<file path="src/rtl/div_ctrl_pkg.sv">
// Shared encodings and sideband layout for the RV32M divide
// sequencer that wraps the unsigned pipelined divider.
package div_ctrl_pkg;

  typedef enum logic [1:0] {
    OP_DIV  = 2'b00,
    OP_DIVU = 2'b01,
    OP_REM  = 2'b10,
    OP_REMU = 2'b11
  } op_e;

  localparam int XLEN = 32;
  localparam logic [31:0] INT_MIN  = 32'h8000_0000;
  localparam logic [31:0] ALL_ONES = 32'hFFFF_FFFF;

  typedef struct packed {
    logic        valid;
    op_e         op;
    logic        neg_q;
    logic        neg_r;
    logic        dz;
    logic        ovf;
    logic [31:0] a;
  } sb_t;

  function automatic logic is_signed_op(input op_e op);
    return (op == OP_DIV) || (op == OP_REM);
  endfunction

  function automatic logic is_rem_op(input op_e op);
    return (op == OP_REM) || (op == OP_REMU);
  endfunction

  // INT_MIN negates to itself, which is exactly its 2^31 magnitude.
  function automatic logic [31:0] magnitude(
    input logic [31:0] v,
    input logic        sgn
  );
    return (sgn && v[31]) ? 32'(-v) : v;
  endfunction

endpackage

</file>
<file path="src/rtl/div_result_fifo.sv">
// Result buffer between the non-stallable divider return path
// and the writeback handshake; flops only, flushable.
module div_result_fifo
  import div_ctrl_pkg::*;
#(
  parameter int WIDTH = 37,
  parameter int DEPTH = 4
) (
  input  logic             clk_i,
  input  logic             rst_i,
  input  logic             flush,
  input  logic             push,
  input  logic [WIDTH-1:0] wdata,
  input  logic             pop,
  output logic             valid,
  output logic [WIDTH-1:0] rdata
);

  localparam int PW = (DEPTH > 1) ? $clog2(DEPTH) : 1;
  localparam int CW = $clog2(DEPTH + 1);

  logic [WIDTH-1:0] mem_q [DEPTH];
  logic [PW-1:0]    rd_q;
  logic [PW-1:0]    wr_q;
  logic [CW-1:0]    cnt_q;
  logic             do_pop;

  function automatic logic [PW-1:0] bump(
    input logic [PW-1:0] p
  );
    return (p == PW'(DEPTH - 1)) ? '0 : p + PW'(1);
  endfunction

  assign valid  = (cnt_q != '0);
  assign rdata  = mem_q[rd_q];
  assign do_pop = pop & valid;

  always_ff @(posedge clk_i or posedge rst_i) begin
    if (rst_i) begin
      rd_q  <= '0;
      wr_q  <= '0;
      cnt_q <= '0;
      for (int i = 0; i < DEPTH; i++) begin
        mem_q[i] <= '0;
      end
    end else if (flush) begin
      rd_q  <= '0;
      wr_q  <= '0;
      cnt_q <= '0;
    end else begin
      if (push) begin
        mem_q[wr_q] <= wdata;
        wr_q        <= bump(wr_q);
      end
      if (do_pop) begin
        rd_q <= bump(rd_q);
      end
      if (push && !do_pop) begin
        cnt_q <= cnt_q + CW'(1);
      end else if (!push && do_pop) begin
        cnt_q <= cnt_q - CW'(1);
      end
    end
  end

  ap_no_overflow: assert property (
    @(posedge clk_i) disable iff (rst_i)
    push |-> (cnt_q != CW'(DEPTH))
  );

endmodule

</file>
<file path="src/rtl/div_unit_ctrl.sv">
// RV32M divide sequencer: credit-gated issue, sign conditioning,
// sideband pipe matched to divider latency, result fixup.
module div_unit_ctrl
  import div_ctrl_pkg::*;
#(
  parameter int DIV_LATENCY = 4,
  parameter int FIFO_DEPTH  = 4,
  parameter int TAG_W       = 5
) (
  input  logic             clk_i,
  input  logic             rst_i,
  input  logic             flush_i,
  input  logic             req_valid_i,
  output logic             req_ready_o,
  input  logic [1:0]       req_op_i,
  input  logic [31:0]      req_a_i,
  input  logic [31:0]      req_b_i,
  input  logic [TAG_W-1:0] req_tag_i,
  output logic             div_en_o,
  output logic [31:0]      div_dividend_o,
  output logic [31:0]      div_divisor_o,
  input  logic [31:0]      div_quo_i,
  input  logic [31:0]      div_rem_i,
  input  logic             div_ack_i,
  output logic             rsp_valid_o,
  input  logic             rsp_ready_i,
  output logic [31:0]      rsp_data_o,
  output logic [TAG_W-1:0] rsp_tag_o
);

  localparam int CW = $clog2(FIFO_DEPTH + 1);
  localparam int FW = XLEN + TAG_W;

  logic [CW-1:0]          credits_q;
  logic                   accept;
  logic                   pop;
  logic                   push;
  logic                   sgn;
  op_e                    op_in;
  sb_t                    sb_in;
  sb_t                    sb_q  [DIV_LATENCY];
  logic [TAG_W-1:0]       tag_q [DIV_LATENCY];
  logic [DIV_LATENCY-1:0] busy_q;
  sb_t                    tail;
  logic [31:0]            fix_data;
  logic [FW-1:0]          fifo_rdata;

  assign op_in  = op_e'(req_op_i);
  assign sgn    = is_signed_op(op_in);

  assign req_ready_o = ~rst_i & ~flush_i
                     & (credits_q != '0);
  assign accept      = req_valid_i & req_ready_o;
  assign pop         = rsp_valid_o & rsp_ready_i;

  assign div_en_o       = accept;
  assign div_dividend_o = magnitude(req_a_i, sgn);
  assign div_divisor_o  = magnitude(req_b_i, sgn);

  always_comb begin
    sb_in       = '0;
    sb_in.valid = accept;
    sb_in.op    = op_in;
    sb_in.neg_q = sgn & (req_a_i[31] ^ req_b_i[31]);
    sb_in.neg_r = sgn & req_a_i[31];
    sb_in.dz    = (req_b_i == '0);
    sb_in.ovf   = sgn & (req_a_i == INT_MIN)
                & (req_b_i == ALL_ONES);
    sb_in.a     = req_a_i;
  end

  always_ff @(posedge clk_i or posedge rst_i) begin
    if (rst_i) begin
      credits_q <= CW'(FIFO_DEPTH);
    end else if (flush_i) begin
      credits_q <= CW'(FIFO_DEPTH);
    end else if (accept && !pop) begin
      credits_q <= credits_q - CW'(1);
    end else if (pop && !accept) begin
      credits_q <= credits_q + CW'(1);
    end
  end

  // busy_q tracks real divider occupancy and survives flush,
  // so acks for flushed ops are expected rather than errors.
  always_ff @(posedge clk_i or posedge rst_i) begin
    if (rst_i) begin
      busy_q <= '0;
      for (int i = 0; i < DIV_LATENCY; i++) begin
        sb_q[i]  <= '0;
        tag_q[i] <= '0;
      end
    end else begin
      busy_q   <= (busy_q << 1) | DIV_LATENCY'(accept);
      sb_q[0]  <= sb_in;
      tag_q[0] <= req_tag_i;
      for (int i = 1; i < DIV_LATENCY; i++) begin
        sb_q[i]       <= sb_q[i-1];
        sb_q[i].valid <= sb_q[i-1].valid & ~flush_i;
        tag_q[i]      <= tag_q[i-1];
      end
    end
  end

  assign tail = sb_q[DIV_LATENCY-1];
  assign push = tail.valid & ~flush_i;

  always_comb begin
    fix_data = '0;
    unique case (1'b1)
      tail.dz: begin
        fix_data = is_rem_op(tail.op) ? tail.a
                                      : ALL_ONES;
      end
      tail.ovf: begin
        fix_data = is_rem_op(tail.op) ? '0 : INT_MIN;
      end
      default: begin
        if (is_rem_op(tail.op)) begin
          fix_data = tail.neg_r ? 32'(-div_rem_i)
                                : div_rem_i;
        end else begin
          fix_data = tail.neg_q ? 32'(-div_quo_i)
                                : div_quo_i;
        end
      end
    endcase
  end

  div_result_fifo #(
    .WIDTH (FW),
    .DEPTH (FIFO_DEPTH)
  ) u_fifo (
    .clk_i (clk_i),
    .rst_i (rst_i),
    .flush (flush_i),
    .push  (push),
    .wdata ({tag_q[DIV_LATENCY-1], fix_data}),
    .pop   (pop),
    .valid (rsp_valid_o),
    .rdata (fifo_rdata)
  );

  assign rsp_data_o = fifo_rdata[XLEN-1:0];
  assign rsp_tag_o  = fifo_rdata[XLEN +: TAG_W];

  ap_ack_aligned: assert property (
    @(posedge clk_i) disable iff (rst_i)
    div_ack_i == busy_q[DIV_LATENCY-1]
  );

  ap_tail_has_ack: assert property (
    @(posedge clk_i) disable iff (rst_i)
    tail.valid |-> div_ack_i
  );

endmodule

</file>
<file path="config.mk">
export PLATFORM = sky130hd
export DESIGN_NAME = div_unit_ctrl
export DESIGN_NICKNAME = d
export VERILOG_FILES = /design/src/rtl/div_ctrl_pkg.sv /design/src/rtl/div_result_fifo.sv /design/src/rtl/div_unit_ctrl.sv
export SDC_FILE = /design/constraint.sdc
export NUM_CORES = 1
export LEC_CHECK = 0
export ABC_AREA = 1
export CAP_MARGIN = 20
export CELL_PAD_IN_SITES_DETAIL_PLACEMENT = 0
export CELL_PAD_IN_SITES_GLOBAL_PLACEMENT = 1
export CORE_MARGIN = 2
export CORE_UTILIZATION = 33
export CTS_BUF_LIST = sky130_fd_sc_hd__clkbuf_8
export DETAILED_ROUTE_END_ITERATION = 16
export HOLD_SLACK_MARGIN = 0.12
export PLACE_DENSITY = 0.68
export SETUP_SLACK_MARGIN = 0.3
export SYNTH_ARGS = -nofsm -noshare
export SYNTH_HDL_FRONTEND = slang
export SYNTH_SLANG_ARGS = --single-unit
</file>
<file path="constraint.sdc">
create_clock -name clk_i -period 12.7 [get_ports clk_i]
set_clock_uncertainty 0.1 [all_clocks]
set_input_delay 1.905 -clock clk_i [delete_from_list [all_inputs] [get_ports clk_i]]
set_output_delay 1.905 -clock clk_i [all_outputs]
set_load 0.05 [all_outputs]
</file>
==> results of run 1 <==
==> state kept, by name, summed over array words and instances (netlist names) <==
signal	count
credits_q	3
sb_q	152
tag_q	20
u_fifo.cnt_q	3
u_fifo.mem_q	148
u_fifo.rd_q	2
u_fifo.wr_q	2
==> through the flow <==
stage / power, mW / setup WS (ps) / utilization [%] / std cells
after global placement: 2.19 / 6130 / 39.4 / 2895
final: 3.10 / 6130 / 41.7 / 2995
after global routing: 3.27 / 5880 / 41.7 / 2992
after detailed placement: 2.19 / 6120 / 39.4 / 2895
after CTS: 3.15 / 6100 / 41.7 / 2992
after floorplan: 1.82 / 337 / - / 2054
==> logic make-up after synthesis <==
group	share of synthesized area [%]
compound gates	8.75
buf+inv	5.63
flops	50.9
simple gates	30.5
xor+xnor	3.18
fa+ha+maj	1.02
==> power by group through the flow <==
| stage | sequential (mW) | combinational, mW | clock (mW) |
|---|---|---|---|
| floorplan | 1.16 | 0.655 | 0 |
| global placement | 1.17 | 1.02 | 0 |
| detailed placement | 1.17 | 1.03 | 0 |
| CTS | 1.15 | 1.03 | 0.974 |
| global route | 1.16 | 1.10 | 1.02 |
| finish | 1.15 | 1.02 | 0.937 |
==> path summary, 6_finish.rpt <==
check / end / slack [ps] / depth (start not counted)
min reg2reg: sb_q[35]$_DFF_PP0_ / 240 / 0
max: div_divisor_o[24] / 6130 / 14
min in group asynchronous: u_fifo.mem_q[17]$_DFFE_PP0P_ / 1750 / 2
min: sb_q[35]$_DFF_PP0_ / 240 / 0
max reg2reg: u_fifo.mem_q[37]$_DFFE_PP0P_ / 9990 / 7
max in group asynchronous: sb_q[117]$_DFF_PP0_ / 8500 / 4
==> layout make-up <==
cell class	count	area [sq um]	share of cell area, %
clock buffer	67	922	4.53
tap	664	831	4.09
clock inverter	30	200	0.984
multi-input combinational	1512	7060	34.7
antenna	3	7.51	0.0369
timing repair buffer	260	2560	12.6
sequential	330	8260	40.6
inverter	129	492	2.42
==> layer usage <==
metal	vias up	global-route usage (%)
li1	7019	-
met1	6658	26.3
met2	389	32.6
met3	70	3.58
met4	2	5.77
met5	-	0
==> synth_stat cells (3+ instances only) <==
master | number | area (sq um)
nand2_1 | 714 | 2680
nand4_1 | 12 | 75.1
xnor2_1 | 14 | 123
nand3_2 | 6 | 60.1
xor2_1 | 45 | 394
o31ai_1 | 6 | 45.0
nor2_2 | 24 | 150
nor4_1 | 3 | 18.8
clkbuf_1 | 39 | 146
nand3b_1 | 13 | 97.6
nor3_1 | 11 | 55.1
a21oi_1 | 33 | 165
o21ai_1 | 15 | 75.1
nor2_1 | 223 | 837
o22ai_1 | 32 | 200
o21ai_0 | 169 | 846
nor2_4 | 6 | 67.6
ha_1 | 10 | 125
dfrtp_1 | 329 | 8230
buf_2 | 24 | 120
inv_2 | 18 | 67.6
buf_4 | 12 | 90.1
buf_1 | 3 | 11.3
clkinv_1 | 4 | 15.0
buf_6 | 3 | 33.8
o21ai_2 | 4 | 35.0
nand3_1 | 118 | 591
nand2_2 | 29 | 181
inv_1 | 107 | 402
==> impl_metrics.json, run 1 <==
{
  "outcome": "finished, final reports clean",
  "clkTransAtPathRegs_ps": 60,
  "drt_pass1_iterations": 5,
  "min_from": "sb_q[74]$_DFF_PP0_",
  "power.density_mw_per_mm2": 153,
  "syn_area_per_cell_sq_um": 7.90,
  "drtIter0Drc": 1047,
  "num_vias": 14100,
  "final_cell_area_sq_mm": 0.0203,
  "hold_slack_ps": 245,
  "postRouteWirelength_microns": 49800,
  "start_util_pct": 33.3,
  "comb_power_share_pct": 32.8,
  "min_period_ps": 6570,
  "grt_usage_pct": 19.7,
  "coreArea_sq_mm": 0.0487,
  "worst_path_max_delay_cell": "clkdlybuf4s50_1",
  "wire_per_inst_microns": 16.6,
  "endpoint_kind": "primary output",
  "cts_tree": "yes",
  "cts_buffers": 54,
  "grt_pass1_wl_microns": 77800,
  "route.met3.wl_microns": 2750,
  "drc": 0,
  "grt_max_degree": 120,
  "maxUsedRoutingLayer": "met5",
  "worstPathMaxFanout": 4,
  "syn_nets": 2207,
  "ys_warn_count": 0,
  "netlist_area_sq_mm": 0.0162,
  "ys_ff_latch": 330,
  "dr_wl_met2_microns": 23500,
  "post-route-period-util_pct": 51.7,
  "cts_root_buf": "clkbuf_8",
  "swShare_pct": 37.4,
  "insertion_delay_ps": 630,
  "cts_hold_buf": 0,
  "io_pins": 245,
  "layout.cells.most_common_list": "714 x nand2_1, 328 x dfrtp_1, 243 x clkdlybuf4s50_1",
  "portBuffers": 243,
  "htree_levels": 2,
  "gp_congestion": 0.855,
  "tns_ps": 0,
  "syn_inst": 2054,
  "grt_pass1_vias": 13800,
  "synth_seq_area_share_pct": 50.9,
  "post_cts_resized": 0,
  "p_switching_mw": 1.16,
  "wl_met1_microns": 22300,
  "die_area_sq_mm": 0.0510,
  "rsz0062_at_grt": "false",
  "min_path_type": "register to register",
  "required_ps": 10690,
  "cap_violations": 0,
  "reg2reg_from": "sb_q[37]$_DFF_PP0_",
  "cts_sinks": 330,
  "synth_edf_count": 0,
  "worstPathArrival_ps": 4560,
  "final.fill_count": 4903,
  "clkPwrFrac_pct": 30.2,
  "rows": 81,
  "setup_viol": 0,
  "ant_nets": 0,
  "power.leakage_nw": 9.65,
  "p_int_mw": 1.94,
  "ys_types": 49,
  "max_freq_ghz": 0.152,
  "finalHoldViolations": 0,
  "path_cells": "clkdlybuf4s50_1 -> inv_1 -> ha_1 -> nand3_2 -> nor2_2 -> nand2_2 -> nor2_2 -> inv_2 -> nor3_2 -> nand3_1 -> nand2_1 -> nand2_1 -> nand2_1 -> clkdlybuf4s50_1",
  "worst_ir_drop_vdd_uv": 71.7,
  "placed_area_sq_mm": 0.0192,
  "crit_path_start": "req_b_i[0]",
  "crit_top_cell": "nand2_1",
  "worstSetupPathType": "input pin to primary output",
  "post_drt_via_cell_ratio": 4.72,
  "clockBufferDepth": 3,
  "drive_gt1_share_pct": 8.85,
  "die_x_microns": 226,
  "cp.buffers_inverters": 4,
  "final_nets": 2440,
  "die_h_microns": 226,
  "final_common_cell": "nand2_1",
  "tightest_slew_ps": 974,
  "crit_family": "buffers and inverters",
  "grt.overflow.total": 0,
  "async_flop_share_pct": 100,
  "dpl.hpwl_microns": 34000,
  "post-cts-setup-buffers": 0,
  "cpPeakStageDelay_ps": 820,
  "synth-main-ff-cell": "dfrtp_1",
  "area_growth_pct": 25.3,
  "p_seq_share_pct": 37.0,
  "antenna_found_initial": 2,
  "max-slew-margin-rel_pct": 35.0,
  "startpoint_type": "input pin",
  "drv_slew": 0
}
(Power assumes the default switching activity.)
==> run 2: changes to the inputs <==
Clock period 12.7 ns to 6.8 ns, I/O delays scaled along.
==> run 2 against run 1 <==
- clock power increased by 92%
- sequential power increased by 87%
- setup slack got worse by 4400 ps
- register-to-register slack got worse by 5800 ps
- first-iteration DRC count decreased by 13%
- utilization increased by 0.20 points
==> impl_metrics.json, run 2 (synthesis results as in run 1) <==
{
  "largest_register_ffs": 152,
  "r2r-end": "u_fifo.mem_q[37]$_DFFE_PP0P_",
  "power.density_mw_per_mm2": 286,
  "die_area_sq_mm": 0.0510,
  "drive_gt1_share_pct": 8.87,
  "portBuffers": 243,
  "setup_viol": 0,
  "power.leakage_nw": 9.71,
  "place_ws_ps": 1700,
  "clockBufferDepth": 3,
  "antenna_found_initial": 2,
  "max-slew-margin-rel_pct": 34.6,
  "die_x_microns": 226,
  "min_path_type": "register to register",
  "grt_usage_pct": 20.2,
  "cts_root_buf": "clkbuf_8",
  "regToRegSetupSlack_ps": 4220,
  "hold_slack_ps": 227,
  "drc": 0,
  "final_common_cell": "nand2_1",
  "wire_per_inst_microns": 16.7,
  "start_util_pct": 33.3,
  "postRouteWirelength_microns": 50100,
  "rsz0062_at_grt": "false",
  "rows": 81,
  "worstSetupPathType": "input pin to primary output",
  "crit_path_start": "req_a_i[31]",
  "cts_sinks": 330,
  "htree_levels": 2,
  "post-route-period-util_pct": 75.0,
  "reg.largest.list": "sb_q x152, u_fifo.mem_q x148, tag_q x20",
  "cts_buffers": 56,
  "drv_slew": 0,
  "endpoint_kind": "primary output",
  "worst_ir_drop_vdd_uv": 128,
  "post-cts-setup-buffers": 0,
  "cts_hold_buf": 0,
  "grt.overflow.total": 0,
  "dpl.hpwl_microns": 34300,
  "cts_tree": "yes",
  "grt_pass1_wl_microns": 79800,
  "tightest_slew_ps": 980,
  "required_ps": 5680,
  "tns_ps": 0,
  "max_freq_ghz": 0.196,
  "finalHoldViolations": 0,
  "num_vias": 14200,
  "min_from": "sb_q[108]$_DFF_PP0_",
  "final_cell_area_sq_mm": 0.0204,
  "worstPathArrival_ps": 3980,
  "startpoint_type": "input pin",
  "reg2regPathDepth": 6,
  "coreArea_sq_mm": 0.0487,
  "min_to": "sb_q[69]$_DFF_PP0_",
  "drtIter0Drc": 907,
  "finalPower_mw": 5.85,
  "outcome": "finished, final reports clean",
  "largest_register": "sb_q",
  "grt_pass1_vias": 14600,
  "clkTransAtPathRegs_ps": 60,
  "gp_congestion": 0.842,
  "layout_setup_ws_ps": 1700,
  "worstPathMaxFanout": 25,
  "reg2reg_from": "sb_q[37]$_DFF_PP0_",
  "post_cts_resized": 0,
  "min_period_ps": 5100,
  "ant_nets": 0,
  "drt_pass1_iterations": 5,
  "hold_path_depth": 0,
  "placed_area_sq_mm": 0.0192,
  "insertion_delay_ps": 630,
  "io_pins": 245,
  "post_drt_via_cell_ratio": 4.74,
  "cap_violations": 0,
  "grt_max_degree": 166,
  "area_growth_pct": 25.9,
  "layout.cells.most_common_list": "713 x nand2_1, 328 x dfrtp_1, 243 x clkdlybuf4s50_1",
  "die_h_microns": 226,
  "final_nets": 2445
}
[run 2: changes by cell type in the layout (fill, tap and decap cells not counted), moves of 2 or more]
cell / before / now
inv_1: 118 / 126
clkinv_2: 11 / 5
clkbuf_8: 67 / 70
diode_2: 3 / 1
inv_12: 2 / 0
[run 2: routing by layer]
metal / track usage, % / up-vias / wire (microns)
li1: - / 7026 / -
met1: 26.2 / 6676 / 22000
met2: 33.7 / 415 / 23400
met3: 3.58 / 93 / 2910
met4: 7.61 / 0 / 1790
met5: 0 / - / 0
[run 2: how the worst max path moves through the flow]
stage,to,slack [ps],cells after the start
2_1_floorplan,div_en_o,-1640,4
3_3_place_gp,div_dividend_o[31],1690,8
3_5_place_dp,div_dividend_o[31],1700,8
4_1_cts,div_dividend_o[31],1690,8
5_1_grt,div_dividend_o[12],1400,7
6_report,div_dividend_o[12],1700,7
[run 2: power breakdown]
part	internal (mW)	switching (mW)	total (mW)	leakage, nW
Sequential	2.09	0.0554	2.15	4.09
Combinational	0.598	1.31	1.91	4.94
Clock	1.01	0.793	1.80	0.682
[run 2: cell type report]
type	count	area (sq um)
Clock buffer	70	963
Timing Repair Buffer	263	2620
Clock inverter	31	203
Tap cell	664	831
Sequential cell	330	8260
Antenna cell	1	2.50
Multi-Input combinational cell	1512	7070
Inverter	129	488
Fill cell	4975	28300
[run 2: per-stage QoR]
| stage | util, % | std cells |
|---|---|---|
| floorplan | - | 2054 |
| global placement | 39.5 | 2897 |
| detailed placement | 39.5 | 2897 |
| CTS | 41.9 | 2998 |
| global route | 41.9 | 2999 |
| finish | 41.9 | 3000 |
[run 2: critical path, stage by stage]
cell             delay [ps]
clkdlybuf4s50_1         520
inv_1                   100
nor2_2                  730
inv_2                   310
o21ai_0                 290
xor2_1                  180
clkdlybuf4s50_1         820
==> run 3: changes to the inputs <==
Clock period 6.8 ns to 4.8 ns, I/O delays scaled along.
==> run 3 against run 2 <==
- total power increased by 41%
- non-clock buffer count is 3 higher
- worst hold slack lost 2.4 ps
- die area unchanged
- wire length hardly changed
- clock power increased by 36%
- critical path type unchanged
- largest cell class unchanged
- highest routed layer is now met5
==> impl_metrics.json, run 3 (synthesis results as in run 1) <==
{
  "outcome": "finished, final reports clean",
  "max_freq_ghz": 0.240,
  "max-slew-margin-rel_pct": 31.6,
  "worst_path_max_delay_cell": "clkdlybuf4s50_1",
  "route.met3.wl_microns": 2550,
  "clkPwrFrac_pct": 29.8,
  "worst_ir_drop_vdd_uv": 214,
  "worstPathMaxFanout": 4,
  "power.density_mw_per_mm2": 401,
  "die_area_sq_mm": 0.0510,
  "grt_pass1_vias": 14300,
  "grt_max_degree": 172,
  "portBuffers": 243,
  "htree_levels": 2,
  "clkTransAtPathRegs_ps": 60,
  "cap_violations": 0,
  "crit_family": "buffers and inverters",
  "reg.largest.list": "sb_q x152, u_fifo.mem_q x148, tag_q x20",
  "num_vias": 14200,
  "cpPeakStageDelay_ps": 820,
  "antenna_found_initial": 1,
  "postRouteWirelength_microns": 50100,
  "finalHoldViolations": 0,
  "post_cts_resized": 0,
  "drive_gt1_share_pct": 9.63,
  "reg2regPathDepth": 5,
  "maxUsedRoutingLayer": "met5",
  "final_nets": 2447,
  "die_x_microns": 226,
  "finalPower_mw": 8.23,
  "post-cts-setup-buffers": 0,
  "grt_pass1_wl_microns": 79200,
  "min_period_ps": 4160,
  "largest_register": "sb_q",
  "endpoint_kind": "primary output",
  "tns_ps": 0,
  "cts_sinks": 330,
  "p_switching_mw": 3.07,
  "cp.buffers_inverters": 4,
  "power.leakage_nw": 9.76,
  "startpoint_type": "input pin",
  "min_path_type": "register to register",
  "gp_congestion": 0.862,
  "coreArea_sq_mm": 0.0487,
  "grt.overflow.total": 0,
  "worstPathArrival_ps": 3340,
  "p_seq_share_pct": 37.0,
  "grt_usage_pct": 20.0,
  "hold_path_depth": 0,
  "cts_hold_buf": 0,
  "io_pins": 245,
  "cts_tree": "yes",
  "wire_per_inst_microns": 16.7,
  "setup_viol": 0,
  "path_cells": "clkdlybuf4s50_1 -> inv_1 -> ha_1 -> nand3_2 -> nor2_2 -> nand2_2 -> nor2_2 -> inv_2 -> nor3_2 -> nand3_1 -> nand2_1 -> nand2_1 -> nand2_1 -> clkdlybuf4s50_1",
  "required_ps": 3980,
  "drc": 0,
  "rsz0062_at_grt": "false",
  "dpl.hpwl_microns": 34800,
  "drv_slew": 0,
  "multi_input_comb_area_sq_mm": 0.00707,
  "insertion_delay_ps": 630,
  "comb_power_share_pct": 33.2,
  "ant_nets": 0,
  "swShare_pct": 37.2,
  "start_util_pct": 33.3,
  "p_int_mw": 5.17,
  "clockBufferDepth": 3,
  "cts_root_buf": "clkbuf_8",
  "layout.cells.most_common_list": "713 x nand2_1, 328 x dfrtp_1, 224 x clkdlybuf4s50_1",
  "crit_top_cell": "nand2_1",
  "worstSetupPathType": "input pin to primary output",
  "drtIter0Drc": 1048,
  "dr_wl_met2_microns": 23600,
  "wl_met1_microns": 22600,
  "final_common_cell": "nand2_1",
  "cts_buffers": 55,
  "cp.depth": 14,
  "rows": 81,
  "largest_register_ffs": 152,
  "seq_area_sq_mm": 0.00826,
  "post_drt_via_cell_ratio": 4.72,
  "hold_slack_ps": 224,
  "post-route-period-util_pct": 86.7,
  "area_growth_pct": 26.4,
  "final.fill_count": 4918,
  "drt_pass1_iterations": 7,
  "tightest_slew_ps": 1030,
  "die_h_microns": 226
}
run 3: final cells by class:
cell class	count	share of cell area [%]
inverter	129	2.38
clock inverter	31	0.836
clock buffer	68	4.56
sequential	330	40.3
tap	664	4.05
timing repair buffer	266	13.4
multi-input combinational	1512	34.5
antenna	1	0.0122
run 3: layer usage:
metal  vias up  global-route usage [%]
met5         -                       0
met4         2                    6.64
met3        71                    3.24
met2       380                    33.4
met1      6698                    26.5
li1       7026                       -
run 3: per-stage QoR:
stage	cells	worst slack, ps	util [%]	instance area [sq um]
final	3001	640	42.1	20500
after global routing	3000	421	42.1	20500
after CTS	3000	600	42.1	20500
after detailed placement	2901	616	39.8	19400
after global placement	2901	611	39.8	19400
after floorplan	2054	-3040	-	16200
run 3: path summary, 6_finish.rpt:
path	end	start	slack, ps
worst min register to register	sb_q[19]$_DFF_PP0_	sb_q[58]$_DFF_PP0_	220
max in group asynchronous	u_fifo.mem_q[37]$_DFFE_PP0P_	rst_i	2680
min in group asynchronous	u_fifo.mem_q[96]$_DFFE_PP0P_	rst_i	600
worst min-delay path	sb_q[19]$_DFF_PP0_	sb_q[58]$_DFF_PP0_	220
worst max-delay path	div_divisor_o[24]	req_b_i[0]	640
worst max register to register	u_fifo.mem_q[37]$_DFFE_PP0P_	sb_q[33]$_DFF_PP0_	2030
run 3: power groups by stage:
stage	clock network (mW)	registers (mW)	logic [mW]
3_5_place_dp	0	3.09	2.76
5_1_grt	2.67	3.07	2.95
3_3_place_gp	0	3.09	2.75
4_1_cts	2.54	3.05	2.77
6_report	2.45	3.05	2.74
2_1_floorplan	0	3.07	1.73
